**src/rtl/timer_pkg.sv**
```systemverilog
// Shared timer constants: TCR/TSR bit positions and counter wrap values.
// Used by the counter block and by the status logic.
package timer_pkg;

    localparam int unsigned TCR_LOAD = 7;
    localparam int unsigned TCR_EN   = 4;
    localparam int unsigned TCR_DIR  = 3;

    localparam int unsigned TSR_OVF    = 0;
    localparam int unsigned TSR_UDF    = 1;
    localparam int unsigned TSR_OVF_OR = 2;
    localparam int unsigned TSR_UDF_OR = 3;

    localparam logic [7:0] CNT_MAX = 8'hFF;
    localparam logic [7:0] CNT_MIN = 8'h00;

    typedef struct packed {
        logic ovf;
        logic udf;
    } wrap_evt_t;

endpackage

```
**src/rtl/timer_status_wrap_detect.sv**
```systemverilog
// Wrap comparator: flags FF->00 (up) and 00->FF (down) transitions,
// masked while a load is in progress or was in the previous cycle.
module wrap_detect
    import timer_pkg::*;
(
    input  logic [7:0] counter_signal,
    input  logic [7:0] last_counter,
    input  logic       dir,
    input  logic       load,
    input  logic       load_d,
    output logic       ovf_evt,
    output logic       udf_evt
);

    logic no_load;

    assign no_load = !load && !load_d;

    assign ovf_evt = no_load && !dir
                  && (last_counter == CNT_MAX)
                  && (counter_signal == CNT_MIN);

    assign udf_evt = no_load && dir
                  && (last_counter == CNT_MIN)
                  && (counter_signal == CNT_MAX);

endmodule

```
**src/rtl/timer_status.sv**
```systemverilog
// Timer status: sticky overflow/underflow flags with overrun bits
// and level interrupts gated by the enables.
module timer_status
    import timer_pkg::*;
(
    input  logic       pclk,
    input  logic       preset_n,
    input  logic [7:0] counter_signal,
    input  logic [7:0] last_counter,
    input  logic [7:0] TCR,
    input  logic       ovf_clr,
    input  logic       udf_clr,
    input  logic       ovf_ie,
    input  logic       udf_ie,
    output logic [3:0] TSR,
    output logic       tmr_ovf_irq,
    output logic       tmr_udf_irq
);

    logic      load_d;
    wrap_evt_t evt;
    logic      unused_tcr;

    // Enable is irrelevant here: a wrap can only be seen while counting.
    assign unused_tcr = ^{TCR[6:4], TCR[2:0]};

    wrap_detect u_wrap (
        .counter_signal (counter_signal),
        .last_counter   (last_counter),
        .dir            (TCR[TCR_DIR]),
        .load           (TCR[TCR_LOAD]),
        .load_d         (load_d),
        .ovf_evt        (evt.ovf),
        .udf_evt        (evt.udf)
    );

    always_ff @(posedge pclk or posedge preset_n) begin
        if (preset_n) begin
            load_d <= 1'b0;
            TSR    <= 4'h0;
        end else begin
            load_d <= TCR[TCR_LOAD];

            if (evt.ovf)
                TSR[TSR_OVF] <= 1'b1;
            else if (ovf_clr)
                TSR[TSR_OVF] <= 1'b0;

            // A coinciding clear wins for overrun; set wins for the flag.
            if (evt.ovf && TSR[TSR_OVF] && !ovf_clr)
                TSR[TSR_OVF_OR] <= 1'b1;
            else if (ovf_clr)
                TSR[TSR_OVF_OR] <= 1'b0;

            if (evt.udf)
                TSR[TSR_UDF] <= 1'b1;
            else if (udf_clr)
                TSR[TSR_UDF] <= 1'b0;

            if (evt.udf && TSR[TSR_UDF] && !udf_clr)
                TSR[TSR_UDF_OR] <= 1'b1;
            else if (udf_clr)
                TSR[TSR_UDF_OR] <= 1'b0;
        end
    end

    assign tmr_ovf_irq = TSR[TSR_OVF] & ovf_ie;
    assign tmr_udf_irq = TSR[TSR_UDF] & udf_ie;

endmodule

```
**config.mk**
```make
export PLATFORM = sky130hd
export DESIGN_NAME = timer_status
export DESIGN_NICKNAME = d
export VERILOG_FILES = /design/src/rtl/timer_pkg.sv /design/src/rtl/timer_status_wrap_detect.sv /design/src/rtl/timer_status.sv
export SDC_FILE = /design/constraint.sdc
export NUM_CORES = 1
export LEC_CHECK = 0
export ABC_AREA = 1
export CAP_MARGIN = 0
export CORE_AREA = 2 2 39 41
export DETAILED_ROUTE_END_ITERATION = 6
export DIE_AREA = 0 0 41 43
export GPL_TIMING_DRIVEN = 0
export PLACE_DENSITY = 0.73
export SYNTH_ARGS = -nofsm -noshare
export SYNTH_HDL_FRONTEND = slang
export SYNTH_SLANG_ARGS = --single-unit
```
**constraint.sdc**
```tcl
create_clock -name pclk -period 2.2 [get_ports pclk]
set_input_delay 0.44 -clock pclk [delete_from_list [all_inputs] [get_ports pclk]]
set_output_delay 0.44 -clock pclk [all_outputs]
set_load 0.03 [all_outputs]
```
Yosys cells after proc, flatten, opt, wreduce, memory -nomap -nowiden
Index checks and enable logic that the tools add are counted.
Word-level totals
  register bits: 5
  latch bits: 0
  memory bits (writable): 0
  ROM bits: 0
  input bits: 30
  output and inout port bits: 6
  logic and storage cells: 37
  memories kept: 0
Operators by class
  $add $sub $neg: 0
  multipliers: 0
  div/mod/pow operators: 0
  $lt $le $gt $ge: 0
  equal/unequal tests: 2
  shift-type cells: 0
  muxes and demuxes: 6
  bitwise operators: 2
  reductions and logical operators: 22
Operators by type and width (count)
  equality test 8 bit, second input constant: 2
  logical NOT 8 bit: 2
  logical AND 1 bit: 11
  nonzero test 2 bit: 4
  two-way mux 1 bit: 6
  logical NOT 1 bit: 5
  AND 1 bit: 2

Logic depth before layout (Yosys ltp)
  word-level depth: 8
  depth in mapped cells: 6
  gate-level depth less buffers: 6

Cells and area by module
From an unflattened synthesis, not the netlist that was laid out.
Second synthesis, totals
  cells, all modules: 64
  area total of the unflattened synthesis: 357.8 um^2
By module, submodules not included
  timer_status: instances 1, cells each 24, area each 198.9 um^2, seq. area each 125.1 um^2
  wrap_detect: instances 1, cells each 40, area each 158.9 um^2, seq. area each 0.0 um^2

Worst setup path before layout
Ideal clock, no wire load.
  kind: register to output
  from: register TSR[0]
  to: output tmr_ovf_irq
  data arrival time: 0.806 ns
  data required time: 1.760 ns
  path slack: 0.954 ns
  stages on the path, launching flop included: 3
  buffers on the path: 0
  cell sequence: dfrtp_1 -> nand2_1 -> inv_1
On the way
  word-level cells in the longest chain between the ends: 1
Ends and longest elaborated chain
  start, declared: line timer_status.sv:15  | output logic [3:0] TSR,
  start signal, assigned: line timer_status.sv:40  | TSR <= 4'h0;
  start signal, assigned by index: line timer_status.sv:45  | TSR[TSR_OVF] <= 1'b1;
  start signal, assigned by index: line timer_status.sv:47  | TSR[TSR_OVF] <= 1'b0;
  AND 1 bit: line timer_status.sv:67  | assign tmr_ovf_irq = TSR[TSR_OVF] & ovf_ie;
  end, declared: line timer_status.sv:16  | output logic tmr_ovf_irq,
Every way passes these cells.

Worst setup path in the final report
  from: input ovf_ie
  to: output tmr_ovf_irq
On the way
  word-level cells in the longest chain between the ends: 1
Ends and longest elaborated chain
  start, declared: line timer_status.sv:13  | input logic ovf_ie,
  AND 1 bit: line timer_status.sv:67
Every way passes these cells.

==> impl_metrics.toml <==
[synth]
post_synth.cell_area_avg_sq_um = 6.163
yosysWarningCount = 0
synth_nets = 84
synth-seq-cells = 5
syn_inst = 54
synth.distinct_cells = 11
netlist_area_sq_um = 332.8
yosysSeqAreaShare = 0.3759

[setup_path]
r2r-start = "load_d"
cp.required_ns = 1.76
reg2reg_to = "TSR[2]"
critical_path_class = "input pin to primary output"
rr_worst_depth = 5
startpoint_type = "input pin"
cp.arrival_ns = 1.65
cp-end-kind = "primary output"
path_max_fanout = 1
ff2ff_setup_slack_ns = 1.20

[routing]
final_antenna_net_count = 0
avgViaCountPerCell = 4.117
drt-pass1-iter-count = 4
wirelength_microns = 783
wire_per_inst_microns = 7.602
vias = 424
drt-initial-drc-count = 7
remaining_drc_errors = 0

[placed_design]
placed_cells = 99
dpl_cell_area_sq_um = 643.1
gp_congestion = 0.7317
port_buffers = 29
pre_cts_ws_ns = 0.1157
hpwl_microns = 699

[power_and_ir_drop]
cellInternalPower_mw = 0.2024
p_per_area_nw_per_um2 = 380.7
p_total_mw = 0.2549
leakage_nw = 0.3091
clkPwrFrac = 0.408
swShare = 0.2059
combPwrFrac = 0.225
switchingPower_mw = 0.05247
seqPwrFrac = 0.367
peakVddDrop_uv = 150.8

[finish]
drive_above_1_share = 0.04598
nNetsFinal = 118
layoutNonFillerInstCount = 103
n_antenna_cell = 0
stdcell_area_sq_um = 669.4
nFillCells = 141
syn_to_final_growth_pct = 101.1

[clock_network]
cts.sinks = 5
cts_made_buffers = 3
clock-root-buffer = "clkbuf_4"
clk-insertion-delay-late_ns = 0.24
ctsResizeCount = 0
cts-hold-fix-buffers = 0
cts_tree = "yes"
htreeDepth = 1
max-clock-path-buffers = 2
post-cts-setup-buffer-count = 0
clkTransAtPathRegs_ns = 0.04

[grt]
grt_max_degree = 6
grt.overflow.total = 0
track_usage = 0.1109
antenna_found_initial = 0
grt_pass1_wl_mm = 1.269
grt_pass1_vias = 376

[floorplanning]
pin_count = 36
fp.dieW_microns = 41
rows = 14
initial_core_util = 0.2405
core_area_sq_um = 1384
die-height_microns = 43
dieArea_sq_um = 1763

[timing]
grt_setup_unrepaired = "no"
worst_pin_slew_ns = 0.3050
fmax_mhz = 479.6
maxSlewHeadroom = 0.7960
drv_slew = 0
setup_viol = 0
min_period_over_period = 0.9477
worst_slack_ns = 0.1150
finalSetupTns_ns = 0
hold_viol_final = 0
fin_worst_skew_ns = 0.001106
period_minus_slack_ns = 2.085

[run_status]
status = "complete, no violations"

[run]
max_cap_viol_count = 0

[worst_hold_path]
hold_path_class = "input pin to async pin"
==> worst max-delay path by stage <==
stage / to / slack (ns) / cells after the start / startpoint
after detailed placement: tmr_ovf_irq / 0.12 / 4 / ovf_ie
final: tmr_ovf_irq / 0.11 / 4 / ovf_ie
after floorplan: tmr_ovf_irq / 0.95 / 2 / TSR[0]
after global routing: tmr_ovf_irq / 0.06 / 4 / ovf_ie
after CTS: tmr_ovf_irq / 0.11 / 4 / ovf_ie
after global placement: tmr_ovf_irq / 0.12 / 4 / ovf_ie
==> layer usage <==
metal,GRT usage,wire length [microns],up-vias
met5,0,0,-
met4,0.1200,0,0
met3,0.01571,92,0
met2,0.1563,359,23
met1,0.1270,331,171
li1,-,-,230
==> cell families after synthesis <==
kind of cell / synth area share
compound gates: 0.03005
buf+inv: 0.1128
flops: 0.3759
simple gates: 0.4812
==> through the flow <==
step	hold WS [ns]	util
final	0.3964	0.4837
after global routing	0.4123	0.4837
after CTS	0.3934	0.4837
after detailed placement	0.4682	0.4647
after global placement	0.4714	0.4647
after floorplan	0.2185	-
==> cells in the mapped netlist <==
cell	count	area [sq um]
nand2_1	16	60.06
nor2_1	11	41.29
inv_1	10	37.54
dfrtp_1	5	125.1
nand3_1	5	25.02
or2_1	2	12.51
a21oi_1	1	5.000
nand4_1	1	6.260
nor3_1	1	5.000
nor3_2	1	10.01
o21ai_0	1	5.000
==> flip-flops by register name, summed over array words and instances, names as in the netlist <==
name and flops:
TSR 4, load_d 1
==> final cells by class <==
| type | count | area [sq um] | area share |
|---|---|---|---|
| Timing Repair Buffer | 29 | 290.3 | 0.4336 |
| Sequential cell | 5 | 125.1 | 0.1869 |
| Clock buffer | 4 | 26.28 | 0.03925 |
| Inverter | 10 | 37.54 | 0.05607 |
| Tap cell | 16 | 20.02 | 0.02991 |
| Multi-Input combinational cell | 39 | 170.2 | 0.2542 |
==> layout by cell type, fill, tap and decap left out <==
cell and count:
clkbuf_4 3, nor3_1 1, nand2_1 16, or2_1 2
nor3_2 1, inv_1 10, o21ai_0 1, clkdlybuf4s50_1 29
nand3_1 5, a21oi_1 1, dfrtp_1 5, clkbuf_1 1
nor2_1 11, nand4_1 1
==> power by group through the flow <==
stage                     logic, mW  registers (mW)  clock network [mW]
final                        0.0573          0.0935               0.104
after global routing         0.0630          0.0933               0.117
after CTS                    0.0580          0.0935               0.110
after detailed placement     0.0578          0.0947                   0
after global placement       0.0570          0.0948                   0
after floorplan              0.0122          0.0948                   0
==> critical path: stages <==
cell and delay (ns):
clkdlybuf4s50_1 0.46, nand2_1 0.05, inv_1 0.05, clkdlybuf4s50_1 0.65
Power figures use the tool's default switching activity.
